[src/rtl/muldiv_pkg.sv]
// Shared types and constants for the RV32M iterative multiply/divide controller.
// The divide datapath is built only when MULDIV_DIV_EN is defined.
package muldiv_pkg;

    localparam int XLEN = 32;

    typedef enum logic [2:0] {
        OP_MUL    = 3'd0,
        OP_MULH   = 3'd1,
        OP_MULHSU = 3'd2,
        OP_MULHU  = 3'd3,
        OP_DIV    = 3'd4,
        OP_DIVU   = 3'd5,
        OP_REM    = 3'd6,
        OP_REMU   = 3'd7
    } muldiv_op_e;

    typedef enum logic [1:0] {
        ST_IDLE = 2'd0,
        ST_CALC = 2'd1,
        ST_FIN  = 2'd2,
        ST_DONE = 2'd3
    } muldiv_state_e;

    localparam logic [XLEN-1:0] DIV0_QUOT = {XLEN{1'b1}};
    localparam logic [XLEN-1:0] INT_MIN   = {1'b1, {(XLEN-1){1'b0}}};

endpackage

[src/rtl/muldiv_if.sv]
// Request/response bundle between the issuing stage and muldiv_ctrl.
interface muldiv_if;
    import muldiv_pkg::*;

    logic            valid_i;
    logic            ready_o;
    logic [2:0]      op_i;
    logic [XLEN-1:0] a_i;
    logic [XLEN-1:0] b_i;
    logic            flush_i;
    logic [XLEN-1:0] result_o;
    logic            result_valid_o;
    logic            result_ready_i;
    logic            busy_o;

    modport master (
        output valid_i, op_i, a_i, b_i, flush_i, result_ready_i,
        input  ready_o, result_o, result_valid_o, busy_o
    );

    modport slave (
        input  valid_i, op_i, a_i, b_i, flush_i, result_ready_i,
        output ready_o, result_o, result_valid_o, busy_o
    );
endinterface

[src/rtl/muldiv_step.sv]
// One iteration of the radix-2 datapath: add-shift multiply or restoring divide step.
// The divide branch exists only when MULDIV_DIV_EN is defined.
module muldiv_step
    import muldiv_pkg::*;
(
    input  logic [2*XLEN-1:0] acc,
    input  logic [XLEN-1:0]   operand,
`ifdef MULDIV_DIV_EN
    input  logic              is_div,
`endif
    output logic [2*XLEN-1:0] acc_step
);

    logic [XLEN:0]      mul_sum;
    logic [2*XLEN-1:0]  mul_acc;
`ifdef MULDIV_DIV_EN
    logic [XLEN:0]      shifted;
    logic               ge;
    logic [XLEN-1:0]    rem_new;
    logic [2*XLEN-1:0]  div_acc;
`endif

    always_comb begin
        // Upper half accumulates the multiplicand; carry enters at the top on the shift.
        mul_sum = {1'b0, acc[2*XLEN-1:XLEN]} + (acc[0] ? {1'b0, operand} : {(XLEN+1){1'b0}});
        mul_acc = {mul_sum, acc[XLEN-1:1]};
`ifdef MULDIV_DIV_EN
        // acc = {remainder, dividend/quotient}; quotient bits shift in at the bottom.
        shifted  = acc[2*XLEN-1:XLEN-1];
        ge       = shifted >= {1'b0, operand};
        rem_new  = ge ? (shifted[XLEN-1:0] - operand) : shifted[XLEN-1:0];
        div_acc  = {rem_new, acc[XLEN-2:0], ge};
        acc_step = is_div ? div_acc : mul_acc;
`else
        acc_step = mul_acc;
`endif
    end

endmodule

[src/rtl/muldiv_ctrl.sv]
// Iterative RV32M multiply/divide controller: FSM, counter, operand registers, sign fix-up.
// Build option MULDIV_DIV_EN enables the divide/remainder operations.
module muldiv_ctrl
    import muldiv_pkg::*;
(
    input  logic      clk_i,
    input  logic      rst_ni,
    muldiv_if.slave   bus
);

    localparam int CNT_W = $clog2(XLEN);

    localparam logic [1:0] S_IDLE = ST_IDLE;
    localparam logic [1:0] S_CALC = ST_CALC;
    localparam logic [1:0] S_FIN  = ST_FIN;
    localparam logic [1:0] S_DONE = ST_DONE;

    logic [1:0]         state_reg, state_next;
    logic [CNT_W-1:0]   cnt_reg, cnt_next;
    logic [2:0]         op_reg, op_next;
    logic [2*XLEN-1:0]  acc_reg, acc_next;
    logic [XLEN-1:0]    opb_reg, opb_next;
    logic               neg_res_reg, neg_res_next;
    logic [XLEN-1:0]    result_reg, result_next;
`ifdef MULDIV_DIV_EN
    logic               neg_rem_reg, neg_rem_next;
    logic               div0, ovf;
    logic [XLEN-1:0]    quot, rem;
`endif

    logic               a_signed, b_signed, a_neg, b_neg;
    logic [XLEN-1:0]    a_mag, b_mag;
    logic [2*XLEN-1:0]  step_acc, prod;
    logic [XLEN-1:0]    mul_res, fin_res;

    muldiv_step u_step (
        .acc      (acc_reg),
        .operand  (opb_reg),
`ifdef MULDIV_DIV_EN
        .is_div   (op_reg[2]),
`endif
        .acc_step (step_acc)
    );

    // Operand decode at acceptance: signed operands become magnitudes plus sign flags.
    always_comb begin
        a_signed = (bus.op_i == OP_MULH) || (bus.op_i == OP_MULHSU) ||
                   (bus.op_i == OP_DIV)  || (bus.op_i == OP_REM);
        b_signed = (bus.op_i == OP_MULH) || (bus.op_i == OP_DIV) || (bus.op_i == OP_REM);
        a_neg    = a_signed && bus.a_i[XLEN-1];
        b_neg    = b_signed && bus.b_i[XLEN-1];
        a_mag    = a_neg ? -bus.a_i : bus.a_i;
        b_mag    = b_neg ? -bus.b_i : bus.b_i;
`ifdef MULDIV_DIV_EN
        div0     = bus.op_i[2] && (bus.b_i == '0);
        ovf      = ((bus.op_i == OP_DIV) || (bus.op_i == OP_REM)) &&
                   (bus.a_i == INT_MIN) && (bus.b_i == {XLEN{1'b1}});
`endif
    end

    always_comb begin
        prod    = neg_res_reg ? -acc_reg : acc_reg;
        mul_res = (op_reg[1:0] == 2'b00) ? prod[XLEN-1:0] : prod[2*XLEN-1:XLEN];
`ifdef MULDIV_DIV_EN
        quot    = neg_res_reg ? -acc_reg[XLEN-1:0] : acc_reg[XLEN-1:0];
        rem     = neg_rem_reg ? -acc_reg[2*XLEN-1:XLEN] : acc_reg[2*XLEN-1:XLEN];
        fin_res = op_reg[2] ? (op_reg[1] ? rem : quot) : mul_res;
`else
        fin_res = op_reg[2] ? '0 : mul_res;
`endif
    end

    always_comb begin
        state_next   = state_reg;
        cnt_next     = cnt_reg;
        op_next      = op_reg;
        acc_next     = acc_reg;
        opb_next     = opb_reg;
        neg_res_next = neg_res_reg;
        result_next  = result_reg;
`ifdef MULDIV_DIV_EN
        neg_rem_next = neg_rem_reg;
`endif
        case (state_reg)
            S_IDLE: begin
                if (bus.valid_i && !bus.flush_i) begin
                    cnt_next     = '0;
                    op_next      = bus.op_i;
                    neg_res_next = a_neg ^ b_neg;
                    state_next   = S_CALC;
                    if (bus.op_i[2]) begin
                        acc_next = {{XLEN{1'b0}}, a_mag};
                        opb_next = b_mag;
`ifdef MULDIV_DIV_EN
                        neg_rem_next = a_neg;
                        if (div0) begin
                            result_next = bus.op_i[1] ? bus.a_i : DIV0_QUOT;
                            state_next  = S_DONE;
                        end else if (ovf) begin
                            result_next = bus.op_i[1] ? '0 : INT_MIN;
                            state_next  = S_DONE;
                        end
`else
                        result_next = '0;
                        state_next  = S_DONE;
`endif
                    end else begin
                        acc_next = {{XLEN{1'b0}}, b_mag};
                        opb_next = a_mag;
                    end
                end
            end
            S_CALC: begin
                acc_next = step_acc;
                cnt_next = cnt_reg + 1'b1;
                if (cnt_reg == CNT_W'(XLEN-1)) begin
                    state_next = S_FIN;
                end
            end
            S_FIN: begin
                result_next = fin_res;
                state_next  = S_DONE;
            end
            S_DONE: begin
                if (bus.result_ready_i) begin
                    state_next = S_IDLE;
                end
            end
            default: state_next = S_IDLE;
        endcase

        // A flush kills whatever is in flight, including an unconsumed result.
        if (bus.flush_i && (state_reg != S_IDLE)) begin
            state_next = S_IDLE;
        end
    end

    always_ff @(posedge clk_i or negedge rst_ni) begin
        if (!rst_ni) begin
            state_reg   <= S_IDLE;
            cnt_reg     <= '0;
            op_reg      <= '0;
            acc_reg     <= '0;
            opb_reg     <= '0;
            neg_res_reg <= 1'b0;
            result_reg  <= '0;
`ifdef MULDIV_DIV_EN
            neg_rem_reg <= 1'b0;
`endif
        end else begin
            state_reg   <= state_next;
            cnt_reg     <= cnt_next;
            op_reg      <= op_next;
            acc_reg     <= acc_next;
            opb_reg     <= opb_next;
            neg_res_reg <= neg_res_next;
            result_reg  <= result_next;
`ifdef MULDIV_DIV_EN
            neg_rem_reg <= neg_rem_next;
`endif
        end
    end

    assign bus.ready_o        = (state_reg == S_IDLE);
    assign bus.busy_o         = (state_reg != S_IDLE);
    assign bus.result_valid_o = (state_reg == S_DONE);
    assign bus.result_o       = result_reg;

endmodule

[src/flat_wrapper.sv]
// flat-port wrapper written by rule: the top's interface ports become plain ports
module muldiv_ctrl_flat import muldiv_pkg::*;
  (clk_i, rst_ni, bus_valid_i, bus_op_i, bus_a_i, bus_b_i, bus_flush_i, bus_result_ready_i, bus_ready_o, bus_result_o, bus_result_valid_o, bus_busy_o);
  muldiv_if bus_i ();
  input  logic clk_i;
  input  logic rst_ni;
  input wire logic [$bits(bus_i.valid_i)-1:0] bus_valid_i;
  input wire logic [$bits(bus_i.op_i)-1:0] bus_op_i;
  input wire logic [$bits(bus_i.a_i)-1:0] bus_a_i;
  input wire logic [$bits(bus_i.b_i)-1:0] bus_b_i;
  input wire logic [$bits(bus_i.flush_i)-1:0] bus_flush_i;
  input wire logic [$bits(bus_i.result_ready_i)-1:0] bus_result_ready_i;
  output wire logic [$bits(bus_i.ready_o)-1:0] bus_ready_o;
  output wire logic [$bits(bus_i.result_o)-1:0] bus_result_o;
  output wire logic [$bits(bus_i.result_valid_o)-1:0] bus_result_valid_o;
  output wire logic [$bits(bus_i.busy_o)-1:0] bus_busy_o;
  assign bus_i.valid_i = bus_valid_i;
  assign bus_i.op_i = bus_op_i;
  assign bus_i.a_i = bus_a_i;
  assign bus_i.b_i = bus_b_i;
  assign bus_i.flush_i = bus_flush_i;
  assign bus_i.result_ready_i = bus_result_ready_i;
  assign bus_ready_o = bus_i.ready_o;
  assign bus_result_o = bus_i.result_o;
  assign bus_result_valid_o = bus_i.result_valid_o;
  assign bus_busy_o = bus_i.busy_o;
  muldiv_ctrl u_core (.clk_i(clk_i), .rst_ni(rst_ni), .bus(bus_i));
endmodule
[config.mk]
export PLATFORM = sky130hd
export DESIGN_NAME = muldiv_ctrl_flat
export DESIGN_NICKNAME = d
export VERILOG_FILES = /design/src/rtl/muldiv_pkg.sv /design/src/rtl/muldiv_if.sv /design/src/rtl/muldiv_step.sv /design/src/rtl/muldiv_ctrl.sv /design/src/flat_wrapper.sv
export SDC_FILE = /design/constraint.sdc
export NUM_CORES = 1
export LEC_CHECK = 0
export CAP_MARGIN = 20
export CORE_MARGIN = 3
export CORE_UTILIZATION = 60
export CTS_BUF_LIST = sky130_fd_sc_hd__clkbuf_8
export DETAILED_ROUTE_END_ITERATION = 10
export GPL_ROUTABILITY_DRIVEN = 0
export PLACE_DENSITY = 0.88
export SETUP_SLACK_MARGIN = 0.4
export SLEW_MARGIN = 25
export SYNTH_ARGS = -nofsm -noshare
export SYNTH_HDL_FRONTEND = slang
export SYNTH_SLANG_ARGS = --single-unit
[constraint.sdc]
create_clock -name clk_i -period 8.6 [get_ports clk_i]
set_input_delay 1.29 -clock clk_i [delete_from_list [all_inputs] [get_ports clk_i]]
set_output_delay 1.29 -clock clk_i [all_outputs]
set_load 0.03 [all_outputs]
==> results of run 1 <==
[metrics by stage]
stage               std cells  setup WS [ns]  hold slack [ns]  util [%]
global route             1549           3.99            0.484      71.1
floorplan                1249           5.09            0.442         -
global placement         1517           4.40            0.453      68.6
finish                   1549           4.25            0.476      71.1
detailed placement       1517           4.33            0.466      68.6
CTS                      1549           4.32            0.481      71.0
[tightest hold or removal path, cell delays in order (launching register included)]
cell,delay [ns]
dfrtp_1,0.34
nand2_1,0.05
o21ai_0,0.06
[power by group]
group	total (uW)	internal, uW	switching (uW)
sequential	1230	909	319
clock	555	271	284
combinational	1860	728	1130
[per-layer routing]
metal,wire length (um),track usage (%),vias to the layer above
met4,1040,13.7,0
met5,0,0,-
met1,12500,44.7,4658
li1,-,-,4663
met2,13100,48.5,519
met3,2460,5.63,83
[cell type report]
cell class	count	area, um2
flip-flops and latches	139	3480
clock buffers	18	248
clock inverters	14	160
inverters	23	86.3
multi-input cells	1021	6510
repair buffers	114	1120
fillers	1297	4830
well taps	220	275
[cell usage in the layout (no fill, tap or decap), types with 5 or more instances in the layout]
cell               n
a211oi_1           5
a21o_1            10
a21oi_1           84
a22o_1             7
a22oi_1           41
a31oi_1            9
and2_1            35
and3_1             8
buf_4              8
clkbuf_8          18
clkdlybuf4s50_1  104
dfrtp_1          138
ha_1              41
inv_1             22
inv_6              6
mux2i_1            9
nand2_1          166
nand2b_1          13
nand3_1           16
nand4_1            6
nor2_1            80
nor2b_1            7
nor3_1            16
nor4_1             9
o21ai_0          163
o221ai_1          28
o31ai_1           27
o41ai_1           11
or3_1             13
or4_1              8
xnor2_1           63
xor2_1            86
[synthesized netlist by cell type, drive strengths merged, types with 5 or more instances]
cell type / number / area, um2
a31oi: 9 / 56.3
nand4: 6 / 37.5
a21oi: 85 / 425
nor2b: 7 / 43.8
nor3: 17 / 96.4
xnor2: 63 / 552
a22o: 7 / 61.3
xor2: 86 / 753
clkbuf: 55 / 206
o221ai: 28 / 245
nand3: 16 / 80.1
nand2b: 13 / 81.3
nor4: 11 / 81.3
mux2i: 9 / 90.1
a211oi: 5 / 37.5
or4: 9 / 71.3
dfrtp: 139 / 3480
inv: 22 / 82.6
o41ai: 13 / 129
a21o: 10 / 75.1
nor2: 80 / 300
ha: 41 / 513
a22oi: 41 / 308
and3: 8 / 50.1
nand2: 167 / 629
o31ai: 28 / 215
and2: 36 / 225
o21ai: 166 / 831
buf: 11 / 41.3
or3: 14 / 92.6
[kinds of logic (layout without fill, tap and decap cells)]
group	Yosys count	count (layout)
AND/OR/NAND/NOR	401	401
XOR/XNOR	149	149
buffers and inverters	89	169
adder cells (fa/ha/maj)	42	42
flip-flops	139	139
AO/OA/AOI/OAI	418	418
multiplexers	11	11
[how the worst max path moves through the flow]
stage	from	to	slack, ns	depth (start not counted)
after floorplan	bus_b_i[12]	u_core.acc_reg[23]	5.09	9
after global placement	bus_b_i[12]	u_core.acc_reg[23]	4.40	10
after detailed placement	bus_valid_i	u_core.bus.result_o[24]	4.33	7
after CTS	u_core.acc_reg[0]	u_core.acc_reg[57]	4.32	13
after global routing	u_core.acc_reg[0]	u_core.acc_reg[57]	3.99	13
final	u_core.acc_reg[0]	u_core.acc_reg[57]	4.25	13
==> impl_metrics.yaml, run 1 <==
status:
  run_status: "complete, no violations"
setup_path:
  start_kind: "flop"
  timing_worst_setup_path_type: "reg2reg"
  crit_family: "compound AO/OA/AOI/OAI gates"
  crit_chain: "and2_1 -> ha_1 -> inv_1 -> fa_1 -> nand2b_1 -> a21oi_1 -> o2111a_1 -> a21oi_1 -> a211o_1 -> o21ai_0 -> a31oi_1 -> xor2_1 -> o21ai_0"
  ff2ff_path_depth: 13
  timing.rr.end: "u_core.acc_reg[57]"
  critical_path_arrival_ns: 4.74
  cp_num_buf_inv: 1
  worst-endpoint-required_ns: 8.99
  worst_setup_path_end_kind: "flop"
  cpMaxStageDelayCell: "dfrtp_1"
  max_stage_delay_ns: 1.02
  setup.reg_to_reg.worst_slack_ns: 4.25
  crit_path_max_fanout: 37
  rr_startpoint: "u_core.acc_reg[0]"
flow_run:
  max_cap_violations: 0
worst_hold_path:
  min_delay_worst_endpoint: "u_core.opb_reg[14]"
  min-delay-start: "u_core.opb_reg[14]"
  worst_hold_path_type: "reg2reg"
  hold_depth: 2
floorplanning:
  die_area_um2: 18800
  io-pin-count: 107
  rows: 47
  die_height_um: 137
  initial_utilization_pct: 61.6
  core_region_area_um2: 16700
  die_width_um: 137
synthesis:
  synth_simple_gate_area_share_pct: 18.7
  synth-xor-area-share_pct: 12.7
  async_reset_ff_share_pct: 100
  netlist_area_um2: 10300
  synth_adder_area_share_pct: 5.18
  postSynth.topFlopCell: "dfrtp_1"
  seq_area_frac_synth_pct: 33.8
  compound_gate_fraction_of_synth_area_pct: 25.3
  synth_enable_flop_cells: 0
  post_synthesis_mux_area_share_pct: 1.09
  postSynthRegisterBits: 139
  synth_warnings: 0
  net_count_of_the_mapped_netlist: 1363
  synth_cells: 1249
  synth_area_per_cell_um2: 8.24
  synth_top_family_by_area: "compound AO/OA/AOI/OAI gates"
  yosys.cell_types.count: 63
grt:
  grt_start_max_net_pins: 105
  vias_in_the_first_global_route: 9306
  grt_use_total_pct: 31.8
  grt_first_pass_wirelength_um: 47300
  grt_antenna_before_repair: 0
  globalRoute.totalOverflow: 0
finish:
  largest_register_ff_count: 64
  finish.net_count: 1430
  antenna_cells: 0
  postLayoutCellArea_um2: 11900
  drive_above_1_share_pct: 4.59
  layout-area-overhead-vs-synth_pct: 15.4
detailed_routing:
  dr.first_iter.drc_count: 1265
  final_antenna_net_count: 0
  dr_total_vias: 9923
  detail_route.wl_per_cell_um: 18.8
  route.detailed.drc: 0
  vias_per_cell: 6.41
  wire_length_reported_by_the_detailed_router_um: 29100
  drt-pass1-iter-count: 6
pwr:
  pwr_density_cell_nw_per_um2: 307
  finalPower_uw: 3640
  ir_drop_worst_vdd_mv: 0.144
  p_leak_uw: 0.00500
placed_design:
  port_buffers: 106
  placedInstanceArea_um2: 11500
  hpwl_um: 21400
clock_tree:
  clk_root_buffer_cell: "clkbuf_8"
  cts.path.max_buffers: 2
  cts_h_tree_depth: 4
  cts_setup_buffers: 0
  quantity_of_hold_fixing_buffers_added_after_cts: 0
  cts_tree: "yes"
  number_of_buffers_created_by_cts: 17
  tritoncts_num_sinks: 139
  clkTransAtPathRegs_ns: 0.08
  clock_latency_ns: 0.48
  cts_repair_resize_count: 0
sta:
  timing.final.crit_share_pct: 50.6
  timing_worst_slew_pin_value_ns: 1.06
  maxSlewHeadroom_pct: 29.5
  final-setup-viol-count: 0
  clock.fmax_ghz: 0.230
  timing.final.max_slew_violations: 0
  layout_min_cycle_time_ns: 4.35
  final.setup_skew_ns: 0.0122
  rsz0062_at_grt: "false"
  timing.final.hold_violations: 0
  setup-tns-final_ns: 0
(Power assumes the default switching activity.)
==> run 2, diff against run 1 <==
--- a/config.mk
+++ b/config.mk
@@ -7,11 +7,11 @@
 export LEC_CHECK = 0
 export CAP_MARGIN = 20
 export CORE_MARGIN = 3
-export CORE_UTILIZATION = 60
+export CORE_UTILIZATION = 54
 export CTS_BUF_LIST = sky130_fd_sc_hd__clkbuf_8
 export DETAILED_ROUTE_END_ITERATION = 10
 export GPL_ROUTABILITY_DRIVEN = 0
-export PLACE_DENSITY = 0.88
+export PLACE_DENSITY = 0.84
 export SETUP_SLACK_MARGIN = 0.4
 export SLEW_MARGIN = 25
 export SYNTH_ARGS = -nofsm -noshare
==> constraint.sdc (replaced) <==
create_clock -name clk_i -period 3.6 [get_ports clk_i]
set_input_delay 0.54 -clock clk_i [delete_from_list [all_inputs] [get_ports clk_i]]
set_output_delay 0.54 -clock clk_i [all_outputs]
set_load 0.03 [all_outputs]
==> impl_metrics.yaml, run 2 (same netlist as run 1, synthesis figures left out) <==
status:
  run_status: "complete, no violations"
pwr:
  clockPowerShare_pct: 15.9
  internal_power_uw: 4790
  power_switching_share_pct: 46.3
  p_leak_uw: 0.00514
  power.combinational.fraction_pct: 50.5
  ir_drop_worst_vdd_mv: 0.436
  net_switching_power_uw: 4130
  pwr_density_cell_nw_per_um2: 734
  finalPower_uw: 8920
  power_frac_seq_pct: 33.6
clock_tree:
  cts.path.max_buffers: 2
  cts_tree: "yes"
  clkTransAtPathRegs_ns: 0.08
  tritoncts_num_sinks: 139
  cts_h_tree_depth: 4
  clk_root_buffer_cell: "clkbuf_8"
  clock_latency_ns: 0.47
  number_of_buffers_created_by_cts: 17
finish:
  layout-area-overhead-vs-synth_pct: 18.2
  final_cell_mix: "165 x nand2_1, 161 x o21ai_0, 137 x dfrtp_1, 104 x clkdlybuf4s50_1, 86 x xor2_1"
  num-fill-cells: 1453
  finish.net_count: 1448
  mostFrequentLayoutCell: "nand2_1"
  area_occupied_by_multi_input_gates_um2: 6580
  largest_register_ff_count: 64
  seqCellArea_um2: 3480
  antenna_cells: 0
  drive_above_1_share_pct: 6.68
grt:
  grt_antenna_before_repair: 0
  vias_in_the_first_global_route: 9173
  grt_use_total_pct: 27.9
  globalRoute.totalOverflow: 0
  grt_first_pass_wirelength_um: 45900
  grt_start_max_net_pins: 96
setup_path:
  worstSetupStartpoint: "u_core.acc_reg[0]"
  setup.reg_to_reg.worst_slack_ns: 0.46
  timing_worst_setup_path_type: "reg2reg"
  cpMaxStageDelayCell: "or4_4"
  rr_startpoint: "u_core.acc_reg[0]"
  timing.rr.end: "u_core.acc_reg[61]"
  worst_setup_path_end_kind: "flop"
  ff2ff_path_depth: 12
  crit_path_max_fanout: 11
  crit_chain: "buf_4 -> buf_4 -> and2_1 -> ha_1 -> or4_4 -> o2111a_1 -> a21oi_2 -> a211o_1 -> o21ai_4 -> a211o_1 -> xor2_1 -> a22o_1"
  worst_setup_path_endpoint: "u_core.acc_reg[61]"
  worst-endpoint-required_ns: 3.96
  max_stage_delay_ns: 0.49
  start_kind: "flop"
  critical_path_arrival_ns: 3.51
sta:
  rsz0062_at_grt: "false"
  timing.final.hold_violations: 0
  timing_worst_slew_pin_value_ns: 1.02
  setup-tns-final_ns: 0
  maxSlewHeadroom_pct: 31.9
  timing.final.crit_share_pct: 87.3
  clock.fmax_ghz: 0.318
  timing.final.max_slew_violations: 0
  final-setup-viol-count: 0
  post_route_worst_setup_slack_ns: 0.457
  layout_min_cycle_time_ns: 3.14
  final.setup_skew_ns: 0.0189
detailed_routing:
  dr_total_vias: 9875
  final_antenna_net_count: 0
  route.detailed.drc: 0
  drt-pass1-iter-count: 5
  detail_route.wl_per_cell_um: 18.4
  dr.first_iter.drc_count: 1042
  wire_length_reported_by_the_detailed_router_um: 29100
  vias_per_cell: 6.27
floorplanning:
  initial_utilization_pct: 56.1
  die_height_um: 144
  rows: 49
  die_area_um2: 20700
  io-pin-count: 107
  die_width_um: 144
  core_region_area_um2: 18300
flow_run:
  max_cap_violations: 0
worst_hold_path:
  worst_hold_path_type: "in2async"
placed_design:
  post-place-ws_ns: 0.234
  port_buffers: 106
  hpwl_um: 21800
-- run 2: cell types whose count changed in the layout (fill, tap and decap cells not counted), sizes merged --
cell,change
clkinv,+2
inv,-3
clkinvlp,-1
bufinv,+2
buf,+18
-- run 2: worst min-delay path by stage --
stage,endpoint,slack (ns),depth (start not counted)
after global routing,u_core.bus.result_o[0],0.17,1
after global placement,u_core.opb_reg[18],0.45,2
after CTS,u_core.bus.result_o[0],0.14,1
final,u_core.bus.result_o[6],0.12,1
after detailed placement,u_core.opb_reg[18],0.47,2
after floorplan,u_core.acc_reg[0],0.24,0
-- run 2: repair_timing --
| action | in CTS | in global routing |
|---|---|---|
| gates cloned | 0 | 0 |
| gates resized for setup | 2 | 14 |
| setup buffers | 0 | 1 |
| endpoints found under the setup margin | 5 | 15 |
| hold buffers | 0 | 0 |
| pin swaps | 0 | 3 |
-- run 2: final cells by class --
class / count / share of cell area (%)
clock inverter: 14 / 1.61
clock buffer: 18 / 2.04
tap: 229 / 2.36
sequential: 139 / 28.7
timing repair buffer: 132 / 10.5
multi-input combinational: 1021 / 54.1
inverter: 23 / 0.710
-- run 2: power groups by stage --
stage	combinational (uW)	clock (uW)	sequential, uW
after floorplan	2980	0	2850
after global placement	4250	0	2930
after detailed placement	4370	0	2970
after CTS	4410	1430	2940
after global routing	4940	1500	3070
final	4500	1420	3000
-- run 2: routing by layer --
layer | wire [um] | track usage, %
met1 | 12800 | 39.7
met3 | 2500 | 5.06
met5 | 0 | 0
met4 | 744 | 9.32
met2 | 13000 | 43.0
-- run 2: critical path, delay by kind of cell, from the launching register on --
| kind | cells | cell delay, ns |
|---|---|---|
| XOR/XNOR | 1 | 0.15 |
| AND/OR/NAND/NOR | 2 | 0.63 |
| adder cells (fa/ha/maj) | 1 | 0.22 |
| buffers and inverters | 2 | 0.31 |
| AO/OA/AOI/OAI | 6 | 1.32 |
| flip-flops | 1 | 0.41 |
-- run 2: stage by stage --
step / instance area (um2) / instances / hold slack, ns / utilization (%)
final: 12200 / 1576 / 0.123 / 66.3
after global routing: 12200 / 1576 / 0.173 / 66.3
after global placement: 11600 / 1543 / 0.455 / 63.4
after floorplan: 10300 / 1249 / 0.244 / -
after CTS: 12100 / 1575 / 0.144 / 65.9
after detailed placement: 11600 / 1543 / 0.465 / 63.4
